`src/rtl/rom_scanner_if.sv`:
```
// Bus between rom_scanner and its ROM/control neighbours.
// Carries target/match_cnt only when SCAN_MATCH_EN is defined.
interface rom_scanner_if #(
    parameter int ADDR_W = 3,
    parameter int DATA_W = 4
);
    logic                     start;
    logic                     busy;
    logic                     done;
    logic [ADDR_W-1:0]        rom_addr;
    logic [DATA_W-1:0]        rom_data;
    logic [ADDR_W+DATA_W-1:0] sum;
    logic [DATA_W-1:0]        max_val;
    logic [ADDR_W-1:0]        max_addr;
`ifdef SCAN_MATCH_EN
    logic [DATA_W-1:0]        target;
    logic [ADDR_W:0]          match_cnt;

    modport master (
        input  start, rom_data, target,
        output busy, done, rom_addr, sum, max_val, max_addr, match_cnt
    );
    modport slave (
        output start, rom_data, target,
        input  busy, done, rom_addr, sum, max_val, max_addr, match_cnt
    );
`else
    modport master (
        input  start, rom_data,
        output busy, done, rom_addr, sum, max_val, max_addr
    );
    modport slave (
        output start, rom_data,
        input  busy, done, rom_addr, sum, max_val, max_addr
    );
`endif
endinterface

```
`src/rtl/rom_scanner.sv`:
```
// Scans a synchronous-read ROM once per start, reducing it to sum/max/argmax.
// SCAN_MATCH_EN adds a count of entries equal to target.
module rom_scanner #(
    parameter int ADDR_W = 3,
    parameter int DATA_W = 4
) (
    input  logic          clk,
    input  logic          rst,
    rom_scanner_if.master bus
);
    localparam int SUM_W = ADDR_W + DATA_W;
    localparam logic [ADDR_W-1:0] LAST = '1;

    typedef enum logic [1:0] {IDLE, ISSUE, DRAIN, DONE} state_t;

    state_t            state;
    logic              v;
    logic              v_d;
    logic [ADDR_W-1:0] a_d;
    logic [SUM_W-1:0]  data_ext;

    assign data_ext = {{ADDR_W{1'b0}}, bus.rom_data};

    always_ff @(posedge clk) begin
        if (rst) begin
            state        <= IDLE;
            v            <= 1'b0;
            v_d          <= 1'b0;
            a_d          <= '0;
            bus.rom_addr <= '0;
            bus.busy     <= 1'b0;
            bus.done     <= 1'b0;
            bus.sum      <= '0;
            bus.max_val  <= '0;
            bus.max_addr <= '0;
`ifdef SCAN_MATCH_EN
            bus.match_cnt <= '0;
`endif
        end else begin
            v_d <= v;
            a_d <= bus.rom_addr;
            // v_d marks rom_data belonging to address a_d
            if (v_d) begin
                bus.sum <= bus.sum + data_ext;
                if (a_d == '0 || bus.rom_data > bus.max_val) begin
                    bus.max_val  <= bus.rom_data;
                    bus.max_addr <= a_d;
                end
`ifdef SCAN_MATCH_EN
                if (bus.rom_data == bus.target)
                    bus.match_cnt <= bus.match_cnt + 1'b1;
`endif
            end
            unique case (state)
                IDLE: begin
                    if (bus.start) begin
                        state        <= ISSUE;
                        v            <= 1'b1;
                        bus.rom_addr <= '0;
                        bus.busy     <= 1'b1;
                        bus.sum      <= '0;
                        bus.max_val  <= '0;
                        bus.max_addr <= '0;
`ifdef SCAN_MATCH_EN
                        bus.match_cnt <= '0;
`endif
                    end
                end
                ISSUE: begin
                    if (bus.rom_addr == LAST) begin
                        state <= DRAIN;
                        v     <= 1'b0;
                    end else begin
                        bus.rom_addr <= bus.rom_addr + 1'b1;
                    end
                end
                DRAIN: begin
                    if (v_d && a_d == LAST) begin
                        state        <= DONE;
                        bus.busy     <= 1'b0;
                        bus.done     <= 1'b1;
                        bus.rom_addr <= '0;
                    end
                end
                DONE: begin
                    state    <= IDLE;
                    bus.done <= 1'b0;
                end
            endcase
        end
    end
endmodule

```
`src/flat_wrapper.sv`:
```
// flat-port wrapper written by rule: the top's interface ports become plain ports
module rom_scanner_flat 
#(
    parameter int ADDR_W = 3,
    parameter int DATA_W = 4
)
  (clk, rst, bus_start, bus_rom_data, bus_busy, bus_done, bus_rom_addr, bus_sum, bus_max_val, bus_max_addr);
  rom_scanner_if #(.ADDR_W(ADDR_W), .DATA_W(DATA_W)) bus_i ();
  input  logic clk;
  input  logic rst;
  input wire logic [$bits(bus_i.start)-1:0] bus_start;
  input wire logic [$bits(bus_i.rom_data)-1:0] bus_rom_data;
  output wire logic [$bits(bus_i.busy)-1:0] bus_busy;
  output wire logic [$bits(bus_i.done)-1:0] bus_done;
  output wire logic [$bits(bus_i.rom_addr)-1:0] bus_rom_addr;
  output wire logic [$bits(bus_i.sum)-1:0] bus_sum;
  output wire logic [$bits(bus_i.max_val)-1:0] bus_max_val;
  output wire logic [$bits(bus_i.max_addr)-1:0] bus_max_addr;
  assign bus_i.start = bus_start;
  assign bus_i.rom_data = bus_rom_data;
  assign bus_busy = bus_i.busy;
  assign bus_done = bus_i.done;
  assign bus_rom_addr = bus_i.rom_addr;
  assign bus_sum = bus_i.sum;
  assign bus_max_val = bus_i.max_val;
  assign bus_max_addr = bus_i.max_addr;
  rom_scanner #(.ADDR_W(ADDR_W), .DATA_W(DATA_W)) u_core (.clk(clk), .rst(rst), .bus(bus_i));
endmodule
```
`config.mk`:
```
export PLATFORM = sky130hd
export DESIGN_NAME = rom_scanner_flat
export DESIGN_NICKNAME = d
export VERILOG_FILES = /design/src/rtl/rom_scanner_if.sv /design/src/rtl/rom_scanner.sv /design/src/flat_wrapper.sv
export SDC_FILE = /design/constraint.sdc
export NUM_CORES = 1
export LEC_CHECK = 0
export CORE_MARGIN = 5
export CORE_UTILIZATION = 40
export DETAILED_ROUTE_END_ITERATION = 6
export GPL_TIMING_DRIVEN = 0
export PLACE_DENSITY = 0.67
export SKIP_CTS_REPAIR_TIMING = 1
export SLEW_MARGIN = 20
export SYNTH_ARGS = -nofsm -noshare
export SYNTH_HDL_FRONTEND = slang
export SYNTH_SLANG_ARGS = --single-unit
```
`constraint.sdc`:
```
create_clock -name clk -period 2.2 [get_ports clk]
set_input_delay 0.33 -clock clk [delete_from_list [all_inputs] [get_ports clk]]
set_output_delay 0.33 -clock clk [all_outputs]
set_load 0.01 [all_outputs]
```
# ---- After elaboration in Yosys (flattened, before gate mapping)
# Cells that the tools add are included.
dict set report totals {
  regBits 26
  elab_cells 61
}
dict set report classes {
  n_addsub 2
  n_lt_le_gt_ge 1
  n_eq_ne 9
  muxes 26
  n_reduce_logical 13
}
# operator n
set ops {}
lappend ops {{$mux 3} 7}
lappend ops {{$mux 7} 3}
lappend ops {{$mux 4} 4}
lappend ops {{$pmux 3 s3} 1}
lappend ops {{$reduce_and 3->1} 3}
lappend ops {{$pmux 2 s4} 1}
lappend ops {{$add 7x4->7} 1}
lappend ops {{$eq 3x3->1 const B} 2}
lappend ops {{$mux 2} 3}
lappend ops {{$pmux 1 s2} 3}
lappend ops {{$reduce_bool 2->1} 3}
lappend ops {{$eq 2x2->1 const B} 2}
lappend ops {{$gt 4x4->1} 1}
lappend ops {{$mux 1} 4}
lappend ops {{$ne 2x1->1 const B} 2}
lappend ops {{$ne 2x2->1 const B} 2}
lappend ops {{$reduce_and 4->1} 1}
lappend ops {{$add 3x1->3 const B} 1}
lappend ops {{$logic_not 3->1} 1}
lappend ops {{$reduce_bool 3->1} 1}
lappend ops {{$eq 2x1->1 const B} 1}
lappend ops {{$logic_not 2->1} 1}
lappend ops {{$reduce_and 2->1} 1}
lappend ops {{$logic_and 1x1->1} 1}
lappend ops {{$logic_or 1x1->1} 1}

# ---- Longest topological paths before layout
# Gate-level depths: netlist of the first run.
dict set report logic_depth {
  ltp_word 6
  mapped_depth 7
  ltp_nobuf 7
}

# ---- Least setup slack after synthesis of the first run
# Ideal clock, no wire load.
dict set report synth_timing {
  path_kind {reg-to-reg}
  from {reg u_core.bus.sum[0]}
  to {reg u_core.bus.sum[4]}
  arrival_time_ns 1.570
  slack_ns 0.558
  stages_incl_launch_ff 8
  n_path_buf 0
  synth_period_minus_slack_ns 1.642
  cell_sequence {dfxtp_1 > ha_1 > inv_1 > fa_1 > nor2b_1 > o21ai_0 > a21boi_0 > mux2i_1}
}
dict set report synth_between {
  elab_chain_len 4
}
# element line_no
set synth_lines {}
lappend synth_lines {{start: declaration} rom_scanner_if.sv:30} ;# output busy, done, rom_addr, sum, max_val, max_addr
lappend synth_lines {{start signal: assignment} rom_scanner.sv:44} ;# bus.sum <= bus.sum + data_ext;
lappend synth_lines {{$add 7x4->7 *} rom_scanner.sv:44}
lappend synth_lines {{$mux 7 *} rom_scanner.sv:43} ;# if (v_d) begin
lappend synth_lines {{$mux 7} rom_scanner.sv:56} ;# if (bus.start) begin
lappend synth_lines {{$mux 7 *} rom_scanner.sv:54} ;# unique case (state)
# Mark *: on every way between the ends. The rest lies on a longest branch, timed or not.
# A chain may end at the register's enable or synchronous reset.

# ---- Worst setup path in the final report of the first run
dict set report layout_timing {
  from {in bus_rom_data[0]}
  to {reg u_core.bus.sum[4]}
}
dict set report layout_between {
  elab_chain_len 4
}
# element line_no
set layout_lines {}
lappend layout_lines {{start: declaration} flat_wrapper.sv:12} ;# input wire logic [$bits(bus_i.rom_data)-1:0] bus_rom_data;
lappend layout_lines {{$add 7x4->7 *} rom_scanner.sv:44}
lappend layout_lines {{$mux 7 *} rom_scanner.sv:43}
lappend layout_lines {{$mux 7} rom_scanner.sv:56}
lappend layout_lines {{$mux 7 *} rom_scanner.sv:54}
# Marked as above.

==> impl_metrics.tcl, run 1 <==
set metrics [dict create \
    critPathTopFamily "adder cells" \
    worstPathRequired_ps 2460 \
    clock.fmax_mhz 534.2 \
    rsz0062_at_grt "no" \
    r2r-start "u_core.bus.sum[0]" \
    drc 0 \
    cts_made_buffers 3 \
    synth_seq_area_share_pct 36.91 \
    skew_ps 1.809 \
    clk-insertion-delay-late_ps 320 \
    wl_met1_um 1284 \
    antenna_cells 0 \
    path_class "in -> reg" \
    grt_max_degree 16 \
    startpoint "bus_rom_data[0]" \
    cp.arrival_ps 2140 \
    gp_congestion 0.8645 \
    htreeDepth 1 \
    maxCapViolCount 0 \
    syn_area_per_cell_um2 9.097 \
    hp-class "reg -> reg" \
    period_share_pct 85.09 \
    clk_pin_slew_ps 150 \
    grt_pass1_vias 1090 \
    root_buffer "clkbuf_4" \
    met3RoutedLength_um 101 \
    path_buf_inv 2 \
    vias_per_cell 4.909 \
    die-width_um 69.38 \
    cp_max_fo 3 \
    ff2ff_path_depth 7 \
    tightestPinTransition_ps 445.4 \
    final_nets 207 \
    top_layer "met4" \
    critical_path.slowest_cell "clkdlybuf4s50_1" \
    io_pins 26 \
    port_buffers 25 \
    fin_crit_ps 1872 \
    dr.pass1.iters 4 \
    setup_tns_ps 0 \
    synth-seq-cells 26 \
    overflow 0 \
    fin_util_pct 52.64 \
    dp_hpwl_um 2181 \
    track_usage_pct 11.28 \
    dieArea_mm2 0.004813 \
    synth_cells 155 \
    p_per_area_mw_per_mm2 808.5 \
    rows 21 \
    cts_tree "yes" \
    hold_viol_final 0 \
    cp_cell_sequence "clkdlybuf4s50_1 > ha_1 > inv_1 > fa_1 > nor2b_1 > o21ai_0 > a21boi_0 > mux2i_1" \
    slew_headroom_pct 70.31 \
    power.leakage_nw 0.6633 \
    min_path_cells 2 \
    max_stage_delay_ps 510 \
    clock-sinks 26 \
    routed_wl_um 2776 \
    core_area_mm2 0.003363 \
    path_depth 8 \
    drv_slew 0 \
    antenna_found_initial 0 \
    status "finished clean" \
    ys_types 35 \
    clock_path_buffers 2 \
    end_kind "register" \
    grt_pass1_wl_um 4540 \
    final_antenna_net_count 0 \
    vias 1129 \
    syn-num-nets 177 \
    ys_warn_count 0 \
    setup_viol 0 \
    start_util_pct 41.93 \
    hold_slack_ps 459.4 \
    synth_area_mm2 0.001410 \
    met2_length_um 1353 \
    drt_iter0_drc 16 \
    critPathLaunchType "primary input" \
    syn_to_final_growth_pct 25.55 \
    die_h_um 69.38 \
    ir_drop_uv 414.1 \
    hold_start "u_core.bus.max_addr[2]" \
    drive_gt1_share_pct 6.522 \
    wl_per_cell_um 12.07 \
    finalPower_w 0.001431 \
]
-- through the flow --
stage | setup slack [ps] | cells | instance area, µm²
global placement | 21.71 | 226 | 1718
CTS | 318.5 | 230 | 1770
finish | 328.1 | 230 | 1770
floorplan | 558.2 | 155 | 1410
global route | 150.0 | 230 | 1770
detailed placement | -16.65 | 226 | 1718
-- layer usage --
metal  global-route usage, %  up-vias
met5                       0        -
met4                   4.989        0
met3                   2.464        4
met2                   19.81       19
met1                   12.99      511
li1                        -      595
-- final timing paths --
kind	end	slack [ps]
hold / removal	u_core.bus.max_addr[2]	460
setup / recovery	u_core.bus.sum[4]	330
hold reg to reg	u_core.bus.max_addr[2]	460
setup reg to reg	u_core.bus.sum[4]	470
-- worst register-to-register path, stage by stage (launching register included) --
cell and delay, ps:
dfxtp_1 380, ha_1 180, inv_1 60, fa_1 400, nor2b_1 120, o21ai_0 100
a21boi_0 230, mux2i_1 210
-- logic make-up after synthesis --
group,synth area share (%)
fa+ha+maj,13.84
simple gates,19.34
xor+xnor,1.242
compound gates,15.00
buf+inv,5.146
flops,36.91
mux,8.519
-- state kept, by name (all words and copies together) (netlist names) --
register,flops
u_core.bus.max_val,4
u_core.bus.done,1
u_core.v_d,1
u_core.bus.sum,7
u_core.bus.busy,1
u_core.bus.rom_addr,3
u_core.v,1
u_core.state,2
u_core.a_d,3
u_core.bus.max_addr,3
-- power breakdown --
part / leakage (nW) / internal (W) / switching (W)
registers: 0.211 / 0.000529 / 0.0000523
clock network: 0.0279 / 0.000184 / 0.000150
logic: 0.424 / 0.000243 / 0.000272
total: 0.663 / 0.000956 / 0.000475
-- synthesized netlist by cell type --
cell	n	area, µm²
o2111ai_1	1	8.760
nor2b_1	8	50.05
a21oi_2	1	8.760
o211ai_1	4	30.03
a21o_1	2	15.01
nand2_1	19	71.32
nand3b_1	1	7.510
ha_1	14	175.2
nand4_1	4	25.02
o21ai_0	2	10.01
o2111a_1	1	11.26
nand3_1	3	15.01
xnor2_1	2	17.52
a211oi_2	1	12.51
a21oi_4	1	16.27
inv_1	13	48.80
mux2i_1	12	120.1
a2bb2oi_1	1	8.760
a21oi_1	5	25.02
nand4b_1	1	8.760
buf_2	1	5.000
o21bai_1	1	7.510
fa_1	1	20.02
buf_4	2	15.01
a21boi_0	1	7.510
nand2b_1	4	25.02
clkbuf_1	1	3.750
dfxtp_1	26	520.5
and4_4	1	11.26
nor3_2	1	10.01
a211oi_1	1	7.510
a22oi_1	3	22.52
nor2_1	13	48.80
o211a_1	1	10.01
o21ai_1	2	10.01
-- cell usage in the layout (no fill, tap or decap), types with 2 or more instances in the layout --
cell	instances
a21oi_1	5
nand4_1	4
mux2i_1	12
clkdlybuf4s50_1	25
nand2_1	19
a22oi_1	3
nor2_1	13
dfxtp_1	26
clkbuf_4	3
ha_1	14
o21ai_0	2
nand2b_1	4
o21ai_1	2
nand3_1	3
inv_1	13
a21o_1	2
nor2b_1	8
o211ai_1	4
xnor2_1	2
buf_4	2
-- layout make-up --
cell class | instances | area, µm²
sequential | 26 | 520.5
inverter | 13 | 48.80
multi-input combinational | 112 | 817.0
timing repair buffer | 25 | 250.2
buffer | 4 | 23.77
tap | 46 | 57.56
clock buffer | 3 | 22.52
clock inverter | 1 | 30.03
fill | 338 | 1593
Power figures use the tool's default switching activity.
==> run 2, diff against run 1 <==
Settings changed: SETUP_SLACK_MARGIN set to 0.2, SLEW_MARGIN 20 to unset.
==> run 2 against run 1 <==
Die area unchanged; critical path depth stayed put; first-iteration DRC count shrank 6.3%; critical endpoint is now u_core.bus.sum[6]; largest cell class unchanged; highest routed layer unchanged.
==> impl_metrics.tcl, run 2 (synthesis results as in run 1) <==
set metrics [dict create \
    cp_max_fo 3 \
    path_class "in -> reg" \
    p_per_area_mw_per_mm2 808.6 \
    drv_slew 0 \
    reg.largest.list "u_core.bus.sum (7), u_core.bus.max_val (4)" \
    drc 0 \
    min_path_cells 2 \
    end_kind "register" \
    cts_made_buffers 3 \
    power.leakage_nw 0.6635 \
    gp_congestion 0.8645 \
    setup_viol 0 \
    start_util_pct 41.93 \
    cts_tree "yes" \
    grt_max_degree 16 \
    switchingPower_w 0.0004750 \
    skew_ps 1.809 \
    worstPathRequired_ps 2470 \
    antenna_found_initial 0 \
    tightestPinTransition_ps 446.4 \
    dp_hpwl_um 2181 \
    clock-sinks 26 \
    antenna_cells 0 \
    root_buffer "clkbuf_4" \
    p_seq_share_pct 40.6 \
    p_int_w 0.0009567 \
    ir_drop_uv 414.2 \
    fin_crit_ps 1837 \
    dieArea_mm2 0.004813 \
    drive_gt1_share_pct 6.522 \
    dr.pass1.iters 4 \
    maxCapViolCount 0 \
    setup_tns_ps 0 \
    track_usage_pct 11.28 \
    final_antenna_net_count 0 \
    htreeDepth 1 \
    r2r-start "u_core.bus.sum[0]" \
    vias_per_cell 4.904 \
    cp.arrival_ps 2100 \
    drt_iter0_drc 15 \
    port_buffers 25 \
    ff2ff_path_depth 7 \
    routed_wl_um 2772 \
    final_cell_mix "26 x dfxtp_1, 25 x clkdlybuf4s50_1, 19 x nand2_1" \
    rows 21 \
    largest_register_ffs 7 \
    r2r-end "u_core.bus.sum[6]" \
    wl_per_cell_um 12.05 \
    slew_headroom_pct 70.24 \
    hp-class "reg -> reg" \
    timing.final.ws_setup_ps 362.6 \
    core_area_mm2 0.003363 \
    clock.fmax_mhz 544.2 \
    clock_path_buffers 2 \
    regMostFlops "u_core.bus.sum" \
    hold_start "u_core.bus.max_addr[2]" \
    grt_pass1_wl_um 4540 \
    clk-insertion-delay-late_ps 320 \
    post_dp_cell_area_mm2 0.001718 \
    grt_pass1_vias 1090 \
    power_frac_comb_pct 36.1 \
    finalInstanceArea_mm2 0.001770 \
    clk_pin_slew_ps 150 \
    status "finished clean" \
    syn_to_final_growth_pct 25.55 \
    die_h_um 69.38 \
    io_pins 26 \
    period_share_pct 83.52 \
    critPathLaunchType "primary input" \
    regToRegSetupSlack_ps 500 \
    mostFrequentLayoutCell "dfxtp_1" \
    rsz0062_at_grt "no" \
    final_nets 207 \
    overflow 0 \
    clock_power_share_pct 23.4 \
    swShare_pct 33.18 \
    die-width_um 69.38 \
    vias 1128 \
    hold_viol_final 0 \
    pre_cts_slack_ps -16.65 \
    min_to "u_core.bus.max_addr[2]" \
]
==> run 2: cell counts in the layout (fill, tap and decap cells not counted) <==
Identical to the previous run, type by type.
==> run 2: final cells by class <==
| type | count | area, µm² |
|---|---|---|
| multi-input combinational | 112 | 817.0 |
| buffer | 4 | 23.77 |
| inverter | 13 | 48.80 |
| tap | 46 | 57.56 |
| fill | 338 | 1593 |
| timing repair buffer | 25 | 250.2 |
| clock buffer | 3 | 22.52 |
| clock inverter | 1 | 30.03 |
| sequential | 26 | 520.5 |
==> run 2: how the worst max path moves through the flow <==
stage / end / start
after floorplan: u_core.bus.sum[4] / u_core.bus.sum[0]
after global placement: u_core.bus.sum[4] / bus_rom_data[0]
after detailed placement: u_core.bus.sum[4] / bus_rom_data[0]
after CTS: u_core.bus.sum[4] / bus_rom_data[0]
after global routing: u_core.bus.sum[4] / bus_rom_data[0]
final: u_core.bus.sum[6] / bus_rom_data[0]
==> run 2: metal layers <==
metal | up-vias | share of wire [%] | track usage, %
met4 | 0 | 1.3 | 4.989
met5 | - | 0 | 0
met1 | 510 | 46 | 12.99
li1 | 595 | - | -
met2 | 19 | 49 | 19.81
met3 | 4 | 3.6 | 2.464
==> run 2: critical path, stage by stage <==
cell,delay (ps)
clkdlybuf4s50_1,510
ha_1,180
inv_1,60
fa_1,400
nor2b_1,120
o21ai_0,100
a21oi_1,210
mux2i_1,200
==> run 2: power groups by stage <==
| stage | clock [W] | combinational [W] | sequential, W |
|---|---|---|---|
| final | 0.000334 | 0.000516 | 0.000581 |
| after CTS | 0.000344 | 0.000521 | 0.000582 |
| after detailed placement | 0 | 0.000519 | 0.000593 |
| after global routing | 0.000363 | 0.000571 | 0.000591 |
| after global placement | 0 | 0.000504 | 0.000589 |
| after floorplan | 0 | 0.000365 | 0.000596 |
==> run 2: per-stage QoR <==
step | std cells | total power [W] | hold WS, ps | utilization (%)
finish | 230 | 0.001432 | 459.4 | 52.64
detailed placement | 226 | 0.001112 | 447.4 | 51.08
CTS | 230 | 0.001448 | 468.7 | 52.64
floorplan | 155 | 0.0009610 | 401.6 | -
global route | 230 | 0.001524 | 498.0 | 52.64
global placement | 226 | 0.001092 | 443.1 | 51.08
==> run 3, diff against run 2 <==
Clock period 2.2 ns to 1.85 ns, I/O delays scaled along.
==> run 3 against run 2 <==
Hold slack lost 210 ps; core utilization grew 1.8 points; global-route usage is the same; largest cell class unchanged.
==> impl_metrics.tcl, run 3 (synthesis results as in run 1) <==
set metrics [dict create \
    clk-insertion-delay-late_ps 320 \
    path_buf_inv 1 \
    maxCapViolCount 0 \
    fin_util_pct 54.43 \
    setup_viol 0 \
    place_inst 226 \
    setup_tns_ps 0 \
    clock_path_buffers 2 \
    path_class "reg -> out" \
    rsz0062_at_grt "yes" \
    rows 21 \
    cp_max_fo 7 \
    antenna_cells 0 \
    skew_ps 6.054 \
    io_pins 26 \
    switchingPower_w 0.0005726 \
    vias_per_cell 4.983 \
    met3_usage_pct 2.464 \
    power.leakage_nw 0.7024 \
    dp_hpwl_um 2181 \
    drc 0 \
    p_seq_share_pct 40.1 \
    die_h_um 69.38 \
    max_stage_delay_ps 580 \
    tightestPinTransition_ps 448.0 \
    drt_iter0_drc 23 \
    cp_cell_sequence "clkdlybuf4s50_1" \
    vias 1161 \
    cts_tree "yes" \
    p_per_area_mw_per_mm2 949.2 \
    drv_slew 0 \
    clk_pin_slew_ps 150 \
    worstPathRequired_ps 1570 \
    fin_crit_ps 1653 \
    htreeDepth 1 \
    clock_power_share_pct 22.8 \
    fin_cells 233 \
    dr.pass1.iters 4 \
    end_kind "output port" \
    die-width_um 69.38 \
    cp.arrival_ps 1380 \
    routed_wl_um 2851 \
    mostFrequentLayoutCell "clkdlybuf4s50_1" \
    use_met1_pct 12.99 \
    gp_congestion 0.8645 \
    final_antenna_net_count 0 \
    port_buffers 25 \
    hold_viol_final 0 \
    status "finished clean" \
    clock-sinks 26 \
    pre_cts_slack_ps -314.2 \
    critPathTopFamily "buffers and inverters" \
    p_int_w 0.001165 \
    cts_made_buffers 3 \
    critical_path.slowest_cell "clkdlybuf4s50_1" \
    ir_drop_uv 512.0 \
    root_buffer "clkbuf_4" \
    hp-class "in -> reg" \
    largest_register_ffs 7 \
    critPathLaunchType "register" \
    track_usage_pct 11.28 \
    regMostFlops "u_core.bus.sum" \
    swShare_pct 32.96 \
    reg.largest.list "u_core.bus.sum (7), u_core.bus.max_val (4)" \
    start_util_pct 41.93 \
    power_frac_comb_pct 37.1 \
    final_nets 210 \
    grt_pass1_vias 1090 \
    dieArea_mm2 0.004813 \
    core_area_mm2 0.003363 \
    grt_pass1_wl_um 4540 \
    clock.fmax_mhz 604.8 \
    drive_gt1_share_pct 13.37 \
    overflow 0 \
    wl_per_cell_um 12.24 \
    regToRegSetupSlack_ps 260 \
    period_share_pct 89.37 \
    syn_to_final_growth_pct 29.81 \
    slew_headroom_pct 70.13 \
    antenna_found_initial 0 \
    grt_util_met2_pct 19.81 \
    top_usage_layer "met2" \
    timing.final.ws_setup_ps 196.7 \
    final_cell_mix "23 x clkdlybuf4s50_1, 22 x dfxtp_1, 19 x nand2_1" \
    grt_max_degree 16 \
]
run 3: cell types whose count changed in the layout (fill, tap and decap cells not counted), sizes merged:
cell,previous run,this run
dlymetal6s2s,0,2
clkdlybuf4s50,25,23
buf,3,6
run 3: worst paths after layout:
| path | start | endpoint | cells past startpoint |
|---|---|---|---|
| worst max-delay path | u_core.bus.sum[4] | bus_sum[4] | 1 |
| worst min-delay path | bus_rom_data[0] | u_core.bus.max_val[0] | 3 |
| worst max register to register | u_core.bus.sum[0] | u_core.bus.sum[6] | 7 |
| worst min register to register | u_core.bus.max_addr[2] | u_core.bus.max_addr[2] | 2 |
run 3: area by class of cell:
| type | instances | area, µm² |
|---|---|---|
| buffer | 4 | 23.77 |
| clock buffer | 3 | 22.52 |
| clock inverter | 1 | 30.03 |
| fill | 336 | 1533 |
| inverter | 13 | 48.80 |
| multi-input combinational | 112 | 844.6 |
| sequential | 26 | 525.5 |
| tap | 46 | 57.56 |
| timing repair buffer | 28 | 277.8 |
run 3: power by group through the flow:
stage / registers, W / logic (W) / clock network (W)
floorplan: 0.000708 / 0.000434 / 0
global placement: 0.000700 / 0.000599 / 0
detailed placement: 0.000705 / 0.000618 / 0
CTS: 0.000693 / 0.000620 / 0.000410
global route: 0.000708 / 0.000712 / 0.000431
finish: 0.000696 / 0.000645 / 0.000396
run 3: routing by layer:
metal,share of wire (%),up-vias,wire length (µm)
li1,-,601,-
met1,45,533,1279
met2,50,23,1431
met3,3.6,4,104
met4,1.3,0,36
met5,0,-,0
run 3: through the flow:
| stage | area [µm²] | hold WS [ps] | total power (W) |
|---|---|---|---|
| CTS | 1770 | 468.7 | 0.001722 |
| floorplan | 1410 | 349.1 | 0.001143 |
| detailed placement | 1718 | 447.4 | 0.001323 |
| finish | 1831 | 253.1 | 0.001738 |
| global route | 1831 | 273.1 | 0.001851 |
| global placement | 1718 | 443.1 | 0.001299 |
